==> src/rtl/button_event_pkg.sv <==
// button_event_pkg: shared event/state encodings for the button event scheduler
package button_event_pkg;
    typedef enum logic [1:0] {
        EV_PRESS   = 2'd0,
        EV_LONG    = 2'd1,
        EV_REPEAT  = 2'd2,
        EV_RELEASE = 2'd3
    } event_type_t;

    typedef enum logic [1:0] {
        ST_IDLE      = 2'd0,
        ST_WAIT_LONG = 2'd1,
        ST_REPEAT    = 2'd2
    } btn_state_t;

    function automatic int cnt_width(input int a, input int b);
        return $clog2(a > b ? a : b);
    endfunction
endpackage

==> src/rtl/button_event_fsm.sv <==
// button_event_fsm: per-button press/long/repeat/release event generator
module button_event_fsm
    import button_event_pkg::*;
#(
    parameter int LONG_PRESS_COUNTS = 25_000_000,
    parameter int REPEAT_COUNTS     = 5_000_000
) (
    input  logic       clk,
    input  logic       rst_n,
    input  logic       level,
    output logic       ev_fire,
    output logic [1:0] ev_type
);
    localparam int CW = cnt_width(LONG_PRESS_COUNTS, REPEAT_COUNTS);
    localparam logic [CW-1:0] LONG_TERM = CW'(LONG_PRESS_COUNTS - 1);
    localparam logic [CW-1:0] REP_TERM  = CW'(REPEAT_COUNTS - 1);

    logic          prev_q, prev_d;
    btn_state_t    state_q, state_d;
    logic [CW-1:0] cnt_q, cnt_d;
    event_type_t   ev_kind;
    logic          rise, fall;

    assign rise    = level & ~prev_q;
    assign fall    = ~level & prev_q;
    assign ev_type = ev_kind;

    // a falling level wins over a coincident counter terminal value
    always_comb begin
        prev_d  = level;
        state_d = state_q;
        cnt_d   = cnt_q;
        ev_fire = 1'b0;
        ev_kind = EV_PRESS;
        if (state_q == ST_IDLE) begin
            if (rise) begin
                ev_fire = 1'b1;
                state_d = ST_WAIT_LONG;
                cnt_d   = '0;
            end
        end else if (fall) begin
            ev_fire = 1'b1;
            ev_kind = EV_RELEASE;
            state_d = ST_IDLE;
        end else if (state_q == ST_WAIT_LONG && cnt_q == LONG_TERM) begin
            ev_fire = 1'b1;
            ev_kind = EV_LONG;
            state_d = ST_REPEAT;
            cnt_d   = '0;
        end else if (state_q == ST_REPEAT && cnt_q == REP_TERM) begin
            ev_fire = 1'b1;
            ev_kind = EV_REPEAT;
            cnt_d   = '0;
        end else begin
            cnt_d = cnt_q + CW'(1);
        end
    end

    always_ff @(posedge clk or negedge rst_n) begin
        if (!rst_n) begin
            prev_q  <= 1'b0;
            state_q <= ST_IDLE;
            cnt_q   <= '0;
        end else begin
            prev_q  <= prev_d;
            state_q <= state_d;
            cnt_q   <= cnt_d;
        end
    end
endmodule

==> src/rtl/button_event_scheduler.sv <==
// button_event_scheduler: per-button event slots serialised by a round-robin arbiter
module button_event_scheduler
    import button_event_pkg::*;
#(
    parameter int NUM_BUTTONS       = 4,
    parameter int LONG_PRESS_COUNTS = 25_000_000,
    parameter int REPEAT_COUNTS     = 5_000_000
) (
    input  logic                           clk,
    input  logic                           rst_n,
    input  logic [NUM_BUTTONS-1:0]         btn_level,
    output logic                           event_valid,
    input  logic                           event_ready,
    output logic [$clog2(NUM_BUTTONS)-1:0] event_id,
    output logic [1:0]                     event_type,
    output logic                           overflow,
    input  logic                           clear_overflow
);
    localparam int IW = $clog2(NUM_BUTTONS);

    logic [NUM_BUTTONS-1:0] ev_fire;
    logic [1:0]             ev_type [NUM_BUTTONS];

    logic [NUM_BUTTONS-1:0] pend_valid_q, pend_valid_d;
    event_type_t            pend_type_q [NUM_BUTTONS];
    event_type_t            pend_type_d [NUM_BUTTONS];
    logic                   out_valid_q, out_valid_d;
    logic [IW-1:0]          out_id_q, out_id_d;
    event_type_t            out_type_q, out_type_d;
    logic [IW-1:0]          last_grant_q, last_grant_d;
    logic                   overflow_q, overflow_d;
    logic                   load, found, ovf_set;
    logic [IW-1:0]          gnt;

    for (genvar i = 0; i < NUM_BUTTONS; i++) begin : g_btn
        button_event_fsm #(
            .LONG_PRESS_COUNTS(LONG_PRESS_COUNTS),
            .REPEAT_COUNTS    (REPEAT_COUNTS)
        ) u_fsm (
            .clk    (clk),
            .rst_n  (rst_n),
            .level  (btn_level[i]),
            .ev_fire(ev_fire[i]),
            .ev_type(ev_type[i])
        );
    end

    assign load = !out_valid_q || event_ready;

    always_comb begin
        found = 1'b0;
        gnt   = last_grant_q;
        for (int k = 1; k <= NUM_BUTTONS; k++) begin
            if (!found && pend_valid_q[IW'((int'(last_grant_q) + k) % NUM_BUTTONS)]) begin
                found = 1'b1;
                gnt   = IW'((int'(last_grant_q) + k) % NUM_BUTTONS);
            end
        end
    end

    // grant clears the slot first, so a granted slot reads as free to a new event
    always_comb begin
        pend_valid_d = pend_valid_q;
        pend_type_d  = pend_type_q;
        out_valid_d  = out_valid_q;
        out_id_d     = out_id_q;
        out_type_d   = out_type_q;
        last_grant_d = last_grant_q;
        ovf_set      = 1'b0;
        if (load) begin
            out_valid_d = found;
            if (found) begin
                out_id_d          = gnt;
                out_type_d        = pend_type_q[gnt];
                last_grant_d      = gnt;
                pend_valid_d[gnt] = 1'b0;
            end
        end
        for (int i = 0; i < NUM_BUTTONS; i++) begin
            if (ev_fire[i]) begin
                ovf_set = ovf_set | pend_valid_d[i];
                if (!pend_valid_d[i] || ev_type[i] == EV_RELEASE) begin
                    pend_valid_d[i] = 1'b1;
                    pend_type_d[i]  = event_type_t'(ev_type[i]);
                end
            end
        end
        overflow_d = ovf_set | (overflow_q & ~clear_overflow);
    end

    always_ff @(posedge clk or negedge rst_n) begin
        if (!rst_n) begin
            pend_valid_q <= '0;
            pend_type_q  <= '{default: EV_PRESS};
            out_valid_q  <= 1'b0;
            out_id_q     <= '0;
            out_type_q   <= EV_PRESS;
            last_grant_q <= IW'(NUM_BUTTONS - 1);
            overflow_q   <= 1'b0;
        end else begin
            pend_valid_q <= pend_valid_d;
            pend_type_q  <= pend_type_d;
            out_valid_q  <= out_valid_d;
            out_id_q     <= out_id_d;
            out_type_q   <= out_type_d;
            last_grant_q <= last_grant_d;
            overflow_q   <= overflow_d;
        end
    end

    assign event_valid = out_valid_q;
    assign event_id    = out_id_q;
    assign event_type  = out_type_q;
    assign overflow    = overflow_q;
endmodule

==> config.mk <==
export PLATFORM = sky130hd
export DESIGN_NAME = button_event_scheduler
export DESIGN_NICKNAME = d
export VERILOG_FILES = /design/src/rtl/button_event_pkg.sv /design/src/rtl/button_event_fsm.sv /design/src/rtl/button_event_scheduler.sv
export SDC_FILE = /design/constraint.sdc
export NUM_CORES = 1
export LEC_CHECK = 0
export CAP_MARGIN = 25
export CORE_ASPECT_RATIO = 1.75
export CORE_MARGIN = 2
export CORE_UTILIZATION = 30
export DETAILED_ROUTE_END_ITERATION = 8
export SYNTH_ARGS = -nofsm -noshare
export SYNTH_HDL_FRONTEND = slang
export SYNTH_SLANG_ARGS = --single-unit
==> constraint.sdc <==
create_clock -name clk -period 2.5 [get_ports clk]
set_input_delay 0.5 -clock clk [delete_from_list [all_inputs] [get_ports clk]]
set_output_delay 0.5 -clock clk [all_outputs]
set_load 0.1 [all_outputs]
==> results of run 1 <==
[area by class of cell]
type	count	area [um2]	area share, %
Inverter	32	120	1.32
Tap cell	312	390	4.28
Multi-Input combinational cell	657	3910	42.9
Clock buffer	18	439	4.82
Timing Repair Buffer	91	717	7.86
Clock inverter	14	233	2.55
Sequential cell	132	3310	36.3
[sequential cells by signal (all words and copies together), names as in the netlist]
| register | cells |
|---|---|
| pend_type_q | 8 |
| g_btn.u_fsm.cnt_q | 100 |
| g_btn.u_fsm.state_q | 8 |
| event_type | 2 |
| event_id | 2 |
| pend_valid_q | 4 |
| last_grant_q | 2 |
| overflow | 1 |
| g_btn.u_fsm.prev_q | 4 |
| event_valid | 1 |
[critical path: stages, from the launching register on]
cell	delay, ns
dfrtp_1	0.47
nor4bb_1	0.31
nand3_1	0.18
a2111oi_0	0.51
buf_4	0.20
a211oi_2	0.07
buf_4	0.22
a41oi_1	0.23
a31oi_1	0.06
[cell usage after synthesis, drive strengths merged (3+ instances only)]
| master | number | share of area (%) |
|---|---|---|
| clkbuf | 27 | 1.4 |
| o32a | 4 | 0.54 |
| a21boi | 6 | 0.61 |
| a31oi | 20 | 1.7 |
| nand4b | 3 | 0.35 |
| a22o | 9 | 1.1 |
| a21oi | 42 | 2.9 |
| and2 | 6 | 0.50 |
| o31a | 3 | 0.35 |
| nor3 | 46 | 3.2 |
| nand4 | 24 | 2.0 |
| or2 | 5 | 0.42 |
| o21a | 5 | 0.50 |
| o31ai | 15 | 1.5 |
| or4 | 8 | 0.86 |
| nor4 | 11 | 0.93 |
| dfrtp | 130 | 44 |
| mux2i | 7 | 0.94 |
| nor4b | 5 | 0.67 |
| xnor2 | 12 | 1.4 |
| nand3 | 38 | 2.6 |
| o21ai | 74 | 5.0 |
| buf | 5 | 0.37 |
| xor2 | 11 | 1.3 |
| nand2 | 89 | 4.5 |
| nor4bb | 5 | 0.67 |
| or3 | 23 | 1.9 |
| nor2 | 78 | 3.9 |
| a31o | 5 | 0.59 |
| nor2b | 7 | 0.59 |
| nand2b | 14 | 1.2 |
| maj3 | 4 | 0.54 |
| a211oi | 6 | 0.67 |
| o22ai | 5 | 0.42 |
| mux2 | 3 | 0.45 |
| a21o | 8 | 0.81 |
| and4 | 11 | 1.3 |
| and4b | 3 | 0.40 |
| and3 | 11 | 0.93 |
| ha | 4 | 0.67 |
| inv | 32 | 1.6 |
[through the flow]
stage                     setup TNS, ns  hold WS (ns)
final                                 0         0.493
after global routing                  0         0.521
after CTS                             0         0.501
after detailed placement        -0.0719         0.458
after global placement         -0.00736         0.450
after floorplan                       0         0.204
[logic make-up after synthesis]
group,count (synthesis),synth area share [%]
and+or+nand+nor,396,28.0
adders and majority gates,8,1.21
xor gates and xnor gates,23,2.71
muxes,10,1.40
AOI/OAI and AO/OA,220,18.9
buffers and inverters,64,3.35
DFF,132,44.5
[where the power goes]
part / leakage [nW] / switching, mW / internal, mW
Combinational: 1.67 / 1.19 / 0.770
Clock: 0.326 / 0.981 / 1.89
Sequential: 1.76 / 0.298 / 2.44
Total: 3.75 / 2.47 / 5.10
[per-layer routing]
layer  up-vias  part of all wire (%)  track usage, %
met5         -                     0               0
met3        41                   2.2            3.00
met1      3307                    40            18.1
met4         0                   3.3            8.23
li1       3313                     -               -
met2       135                    54            30.1
[layout by cell type (no fill, tap or decap), drive strengths merged, types with 12 or more instances in the layout]
cell type	synthesis	layout
nand2b	14	14
o21ai	74	74
nor3	46	46
dfrtp	130	130
clkbuf	27	18
nand4	24	24
a31oi	20	20
or3	23	23
xnor2	12	12
a21oi	42	42
inv	32	32
nand3	38	38
o31ai	15	15
buf	5	84
nor2	78	78
nand2	89	89
[timing repair]
action,in CTS,in global routing
endpoints found under the hold margin,19,0
buffers inserted,0,0
gates resized for setup,0,4
hold buffers,1,0
endpoints found under the setup margin,0,25
[worst min path at each step]
stage	slack [ns]	endpoint	startpoint	depth (start not counted)
6_report	0.49	event_id[0]	event_id[0]	1
5_1_grt	0.52	event_id[1]	event_id[1]	1
4_1_cts	0.50	event_id[1]	event_id[1]	1
3_5_place_dp	0.46	g_btn[1].u_fsm.cnt_q[16]	rst_n	1
3_3_place_gp	0.45	g_btn[1].u_fsm.cnt_q[16]	rst_n	1
2_1_floorplan	0.20	event_id[0]	rst_n	0
==> results.yml, run 1 <==
critical_path:
  worst_r2r_endpoint: "g_btn[3].u_fsm.cnt_q[10]"
  crit_path_start_kind: "flip-flop"
  setup.worst_path.end: "g_btn[3].u_fsm.cnt_q[10]"
  rr_worst_depth: 8
  worst_ep_required_time_ns: 2.81
  end_kind: "flip-flop"
  crit_type: "reg2reg"
  worstPathArrival_ns: 2.68
  r2r_slack_ns: 0.13
  crit_fanout: 11
  reg2reg_from: "g_btn[3].u_fsm.cnt_q[9]"
  crit_start: "g_btn[3].u_fsm.cnt_q[9]"
global_routing:
  grt_max_degree: 47
  grt_pass1_wl_um: 34300
  antenna_found_initial: 0
  grt_pass1_vias: 6933
  grt_overflow: 0
  grt_util_all_layers_pct: 16.6
cts:
  clock-sinks: 132
  clkLatencyLatePin_ns: 0.43
  clk_pin_slew_worst_paths_ns: 0.06
  ctsHtreeMaxLevel: 4
  clock-root-buffer: "clkbuf_16"
  cts_tree: "built"
  numCtsBuffers: 17
  clockBufferDepth: 2
placed_design:
  placed_area_mm2: 0.00841
  portBuffers: 13
  hpwl_um: 14600
  dp.cells: 1223
  gp_congestion: 0.890
  pre_cts_slack_ns: -0.0221
floorplanning:
  die_h_um: 212
  num_io_pins: 14
  rows: 76
  die_area_mm2: 0.0261
  initial_core_util_pct: 30.3
  core-area_mm2: 0.0245
  die_x_um: 123
timing:
  finalMaxSlewViolations: 0
  timing.final.ws_setup_ns: 0.133
  worst_pin_slew_ns: 0.872
  period_share_pct: 94.7
  setup_viol: 0
  hold_viol: 0
  fin_skew_ns: 0.00632
  max_freq_mhz: 422
  grt_setup_unrepaired: "false"
  slew_headroom_pct: 41.7
  period_needed_ns: 2.37
cells_and_area:
  antennaDiodeCount: 0
  synthToLayoutAreaGrowth_pct: 22.6
  fill_cells: 2537
  design_area_mm2: 0.00912
  nets: 943
  fin_util_pct: 37.2
  drive_gt1_share_pct: 15.1
  fin_cells: 1256
synthesis:
  yosysSeqAreaShare_pct: 44.5
  yosysWarnings: 0
  syn-cell-area_mm2: 0.00743
  synth_cells: 853
  synth_ff_type: "dfrtp_1"
  synth.avg_cell_area_um2: 8.72
  syn_nets: 865
  ys_ff_latch: 132
  async_flop_share_pct: 100
  synth_edf_count: 0
  synth.distinct_cells: 72
routing:
  first_pass_iters: 5
  routed_via_density: 5.41
  post_drt_wl_per_cell_um: 16.1
  drc: 0
  vias: 6796
  drt-total-wl_um: 20200
  final_antenna_net_count: 0
  drtIter0Drc: 337
status:
  outcome: "finished clean"
min_path:
  hold_path_class: "reg2reg"
pwr:
  p_leak_nw: 3.75
  ir_drop_uv: 542
  p_per_area_mw_per_mm2: 830
  total_power_mw: 7.57
flow_run:
  drv_cap: 0
No activity file was read; power rests on OpenSTA's default activity.
==> run 2, diff against run 1 <==
--- a/config.mk
+++ b/config.mk
@@ -9,7 +9,10 @@
 export CORE_ASPECT_RATIO = 1.75
 export CORE_MARGIN = 2
 export CORE_UTILIZATION = 30
+export CTS_CLUSTER_DIAMETER = 40
 export DETAILED_ROUTE_END_ITERATION = 8
+export PLACE_DENSITY = 0.54
 export SYNTH_ARGS = -nofsm -noshare
 export SYNTH_HDL_FRONTEND = slang
 export SYNTH_SLANG_ARGS = --single-unit
+export TNS_END_PERCENT = 10
==> run 2 against run 1 <==
  * Power decreased by 4.4%
  * First-iteration DRC count down 28%
  * Sequential share of layout area increased by 0.32 points
  * Clock skew barely moved
  * Setup slack worse by 0.00062 ns
  * Non-clock buffer count is 1 higher
  * Critical path type unchanged
  * Critical endpoint is now pend_type_q[4]
  * Largest power group is now sequential cells
  * Highest routed layer unchanged
==> results.yml, run 2 (synthesis gave the netlist of run 1 again) <==
pwr:
  p_per_area_mw_per_mm2: 801
  pwr-share-clk_pct: 35.0
  p_leak_nw: 3.68
  ir_drop_uv: 550
  pwr-share-seq_pct: 37.9
  p_int_mw: 4.79
  p_comb_share_pct: 27.1
  power.switching_mw: 2.45
  p_sw_share_pct: 33.8
cells_and_area:
  fin_util_pct: 36.8
  design_area_mm2: 0.00904
  layout_common_cells: "130 x dfrtp_1, 89 x nand2_1, 83 x buf_4, 77 x nor2_1, 72 x o21ai_0"
  nets: 944
  largest_register: "g_btn.u_fsm.cnt_q"
  largest_register_ffs: 100
  antennaDiodeCount: 0
  final_common_cell: "dfrtp_1"
  reg_top3: "g_btn.u_fsm.cnt_q (100), g_btn.u_fsm.state_q (8), pend_type_q (8)"
  fill_cells: 2564
  drive_gt1_share_pct: 15.0
  synthToLayoutAreaGrowth_pct: 21.5
cts:
  postCtsSetupBuffers: 0
  ctsHtreeMaxLevel: 4
  clk_pin_slew_worst_paths_ns: 0.06
  cts_tree: "built"
  clkLatencyLatePin_ns: 0.44
  clock-root-buffer: "clkbuf_16"
  clock-sinks: 132
  clockBufferDepth: 2
  numCtsBuffers: 17
timing:
  period_needed_ns: 2.37
  hold_viol: 0
  fin_tns_setup_ns: 0
  grt_setup_unrepaired: "false"
  worst_pin_slew_ns: 0.716
  setup_viol: 0
  period_share_pct: 94.7
  fin_skew_ns: 0.00613
  whs_ns: 0.0160
  max_freq_mhz: 422
  finalMaxSlewViolations: 0
  slew_headroom_pct: 52.1
critical_path:
  worstPathArrival_ns: 2.69
  end_kind: "flip-flop"
  crit_fanout: 6
  crit_type: "reg2reg"
  cp_slowest_cell: "or4b_2"
  worst_ep_required_time_ns: 2.82
  critPathMaxStageDelay_ns: 0.69
  crit_path_start_kind: "flip-flop"
  crit_chain: "or4b_2 -> nor3_2 -> o211a_2 -> buf_4 -> a211oi_1 -> o32a_1"
routing:
  drt-total-wl_um: 20600
  vias: 6745
  final_antenna_net_count: 0
  drc: 0
  post_drt_wl_per_cell_um: 16.4
  routed_via_density: 5.37
  drtIter0Drc: 244
  first_pass_iters: 7
floorplanning:
  die_h_um: 212
  rows: 76
  num_io_pins: 14
  core-area_mm2: 0.0245
  die_area_mm2: 0.0261
  initial_core_util_pct: 30.3
  die_x_um: 123
global_routing:
  grt_overflow: 0
  grt_max_degree: 51
  grt_pass1_wl_um: 34900
  antenna_found_initial: 0
  grt_pass1_vias: 7032
  grt_util_all_layers_pct: 17.2
status:
  outcome: "finished clean"
placed_design:
  gp_congestion: 0.913
  portBuffers: 13
  placed_area_mm2: 0.00844
  hpwl_um: 15300
flow_run:
  drv_cap: 0
min_path:
  hold_path_class: "in2async"
-- run 2: what timing repair did --
action,4_1_cts,5_1_grt
setup endpoints to repair,0,17
resized for setup,0,4
hold buffers,0,0
-- run 2: power by group through the flow --
stage	combinational (mW)	sequential [mW]	clock [mW]
after floorplan	1.10	2.97	0
after CTS	1.98	2.75	2.61
after global routing	2.16	2.80	2.70
after global placement	1.94	2.78	0
after detailed placement	1.97	2.78	0
final	1.96	2.74	2.53
-- run 2: per-layer routing --
layer	track usage [%]	vias to the layer above	wire length, um
li1	-	3309	-
met1	17.6	3252	7980
met4	9.17	0	909
met5	0	-	0
met2	31.8	133	11100
met3	3.67	51	600
-- run 2: path summary, 6_finish.rpt --
path,end,slack (ns),cells after the start,startpoint
worst max-delay path,pend_type_q[4],0.13,6,g_btn[1].u_fsm.state_q[1]
worst min-delay path,g_btn[1].u_fsm.cnt_q[16],0.02,1,rst_n
worst max register to register,pend_type_q[4],0.13,6,g_btn[1].u_fsm.state_q[1]
worst min register to register,pend_type_q[1],0.49,1,pend_type_q[1]
max in group asynchronous,last_grant_q[0],1.73,2,rst_n
min in group clk,pend_type_q[1],0.49,1,pend_type_q[1]
-- run 2: final cells by class --
class | instances | area (um2) | area share (%)
clock buffers | 22 | 454 | 5.03
inverters | 32 | 120 | 1.33
well taps | 312 | 390 | 4.32
clock inverters | 10 | 131 | 1.45
multi-input cells | 657 | 3900 | 43.2
repair buffers | 92 | 734 | 8.13
flip-flops and latches | 132 | 3310 | 36.6
-- run 2: stage by stage --
step | power (mW) | worst slack [ns] | std cells
6_report | 7.24 | 0.132 | 1257
5_1_grt | 7.66 | 0.0103 | 1257
4_1_cts | 7.33 | 0.105 | 1257
3_5_place_dp | 4.75 | -0.100 | 1225
3_3_place_gp | 4.73 | -0.0719 | 1225
2_1_floorplan | 4.07 | 0.214 | 853
-- run 2: critical path, delay by kind of cell (launching register included) --
family	cells	cell delay, ns
AND/OR/NAND/NOR	2	0.96
AO/OA/AOI/OAI	3	0.72
flip-flops	1	0.43
buffers and inverters	1	0.14
==> run 3, diff against run 2 <==
==> constraint.sdc (replaced) <==
create_clock -name clk -period 2.5 [get_ports clk]
set_input_delay 0.625 -clock clk [delete_from_list [all_inputs] [get_ports clk]]
set_output_delay 0.625 -clock clk [all_outputs]
set_load 0.1 [all_outputs]
==> run 3 against run 2 <==
  * Clock-buffer cell count rose by 4
  * First-iteration DRC count is 27% higher
  * Core utilization is 0.31 points higher
==> results.yml, run 3 (synthesis gave the netlist of run 1 again) <==
placed_design:
  gp_congestion: 0.907
  portBuffers: 13
  pre_cts_slack_ns: -0.182
  dp.cells: 1240
  hpwl_um: 15300
cts:
  cts_tree: "built"
  clock-sinks: 132
  postCtsSetupBuffers: 0
  clkLatencyLatePin_ns: 0.43
  ctsHtreeMaxLevel: 4
  clockBufferDepth: 2
  numCtsBuffers: 17
  clk_pin_slew_worst_paths_ns: 0.06
  clock-root-buffer: "clkbuf_16"
pwr:
  p_per_area_mw_per_mm2: 776
  total_power_mw: 7.07
  p_leak_nw: 3.75
  ir_drop_uv: 403
timing:
  whs_ns: 0.104
  period_needed_ns: 2.41
  slew_headroom_pct: 53.5
  finalMaxSlewViolations: 0
  hold_viol: 0
  fin_skew_ns: 0.00540
  grt_setup_unrepaired: "true"
  timing.final.ws_setup_ns: 0.0872
  period_share_pct: 96.5
  worst_pin_slew_ns: 0.696
  setup_viol: 0
  max_freq_mhz: 414
flow_run:
  drv_cap: 0
cells_and_area:
  reg_top3: "g_btn.u_fsm.cnt_q (100), g_btn.u_fsm.state_q (8), pend_type_q (8)"
  synthToLayoutAreaGrowth_pct: 22.6
  antennaDiodeCount: 0
  final_common_cell: "dfrtp_1"
  fin_util_pct: 37.1
  drive_gt1_share_pct: 16.5
  largest_register_ffs: 100
  largest_register: "g_btn.u_fsm.cnt_q"
  nets: 959
  fin_cells: 1270
  layout_common_cells: "130 x dfrtp_1, 99 x buf_4, 89 x nand2_1, 77 x nor2_1, 72 x o21ai_0"
routing:
  vias: 6734
  drtIter0Drc: 309
  drt-total-wl_um: 20700
  post_drt_wl_per_cell_um: 16.3
  drc: 0
  final_antenna_net_count: 0
  first_pass_iters: 4
  routed_via_density: 5.30
status:
  outcome: "finished clean"
critical_path:
  worst_ep_required_time_ns: 2.81
  critPathMaxStageDelay_ns: 0.72
  worst_r2r_endpoint: "g_btn[1].u_fsm.cnt_q[3]"
  worstPathArrival_ns: 2.72
  cp_top_family: "simple AND/OR/NAND/NOR gates"
  end_kind: "flip-flop"
  cp_slowest_cell: "or4b_2"
  cp.depth: 7
  crit_chain: "or4b_2 -> nor3_4 -> o211a_2 -> buf_4 -> nor2_2 -> a21o_1 -> a22o_1"
  crit_fanout: 10
  setup.worst_path.end: "g_btn[1].u_fsm.cnt_q[3]"
  crit_type: "reg2reg"
  crit_buf_inv: 1
  rr_worst_depth: 7
  r2r_slack_ns: 0.09
  crit_path_start_kind: "flip-flop"
  crit_start: "g_btn[1].u_fsm.state_q[1]"
  reg2reg_from: "g_btn[1].u_fsm.state_q[1]"
floorplanning:
  core-area_mm2: 0.0245
  die_area_mm2: 0.0261
  die_h_um: 212
  die_x_um: 123
  num_io_pins: 14
  initial_core_util_pct: 30.3
  rows: 76
global_routing:
  grt_max_degree: 60
  antenna_found_initial: 0
  grt_overflow: 0
  grt_pass1_wl_um: 34700
  grt_pass1_vias: 6880
  grt_util_all_layers_pct: 16.9
min_path:
  hold_path_class: "in2async"
[run 3: changes by cell type in the layout (fill, tap and decap cells not counted), sizes merged]
cell,change
buf,+15
clkinvlp,-1
bufinv,-3
clkbuf,+4
clkinv,-2
[run 3: worst min path at each step]
| stage | slack, ns | start | cells past startpoint | end |
|---|---|---|---|---|
| final | 0.10 | rst_n | 1 | g_btn[1].u_fsm.cnt_q[5] |
| after global routing | 0.12 | rst_n | 1 | g_btn[1].u_fsm.cnt_q[9] |
| after CTS | 0.10 | rst_n | 1 | g_btn[1].u_fsm.cnt_q[5] |
| after detailed placement | 0.49 | event_id[1] | 1 | event_id[1] |
| after global placement | 0.49 | event_id[1] | 1 | event_id[1] |
| after floorplan | 0.33 | rst_n | 0 | event_id[0] |
[run 3: cell type report]
class	count	area (um2)
repair buffers	107	835
clock buffers	26	529
well taps	312	390
fillers	2574	15400
multi-input cells	657	3910
inverters	32	120
flip-flops and latches	132	3310
clock inverters	4	20.0
[run 3: report_power, final]
| part | total (mW) | switching, mW | internal (mW) |
|---|---|---|---|
| registers | 2.74 | 0.300 | 2.44 |
| logic | 2.00 | 1.21 | 0.787 |
| clock network | 2.33 | 0.899 | 1.43 |
[run 3: through the flow]
step / TNS, ns / area (um2)
2_1_floorplan: 0 / 7430
3_3_place_gp: -0.945 / 8540
3_5_place_dp: -1.89 / 8540
4_1_cts: 0 / 9080
5_1_grt: -0.0478 / 9110
6_report: 0 / 9110
[run 3: timing repair]
item / CTS / global route
hold buffers: 0 / 0
setup endpoints to repair: 0 / 26
resized for setup: 0 / 6
[run 3: layer usage]
layer  track usage, %  share of wire [%]
met1             18.5                 40
met4             9.21                4.2
met3             3.14                2.3
met5                0                  0
met2             30.2                 54
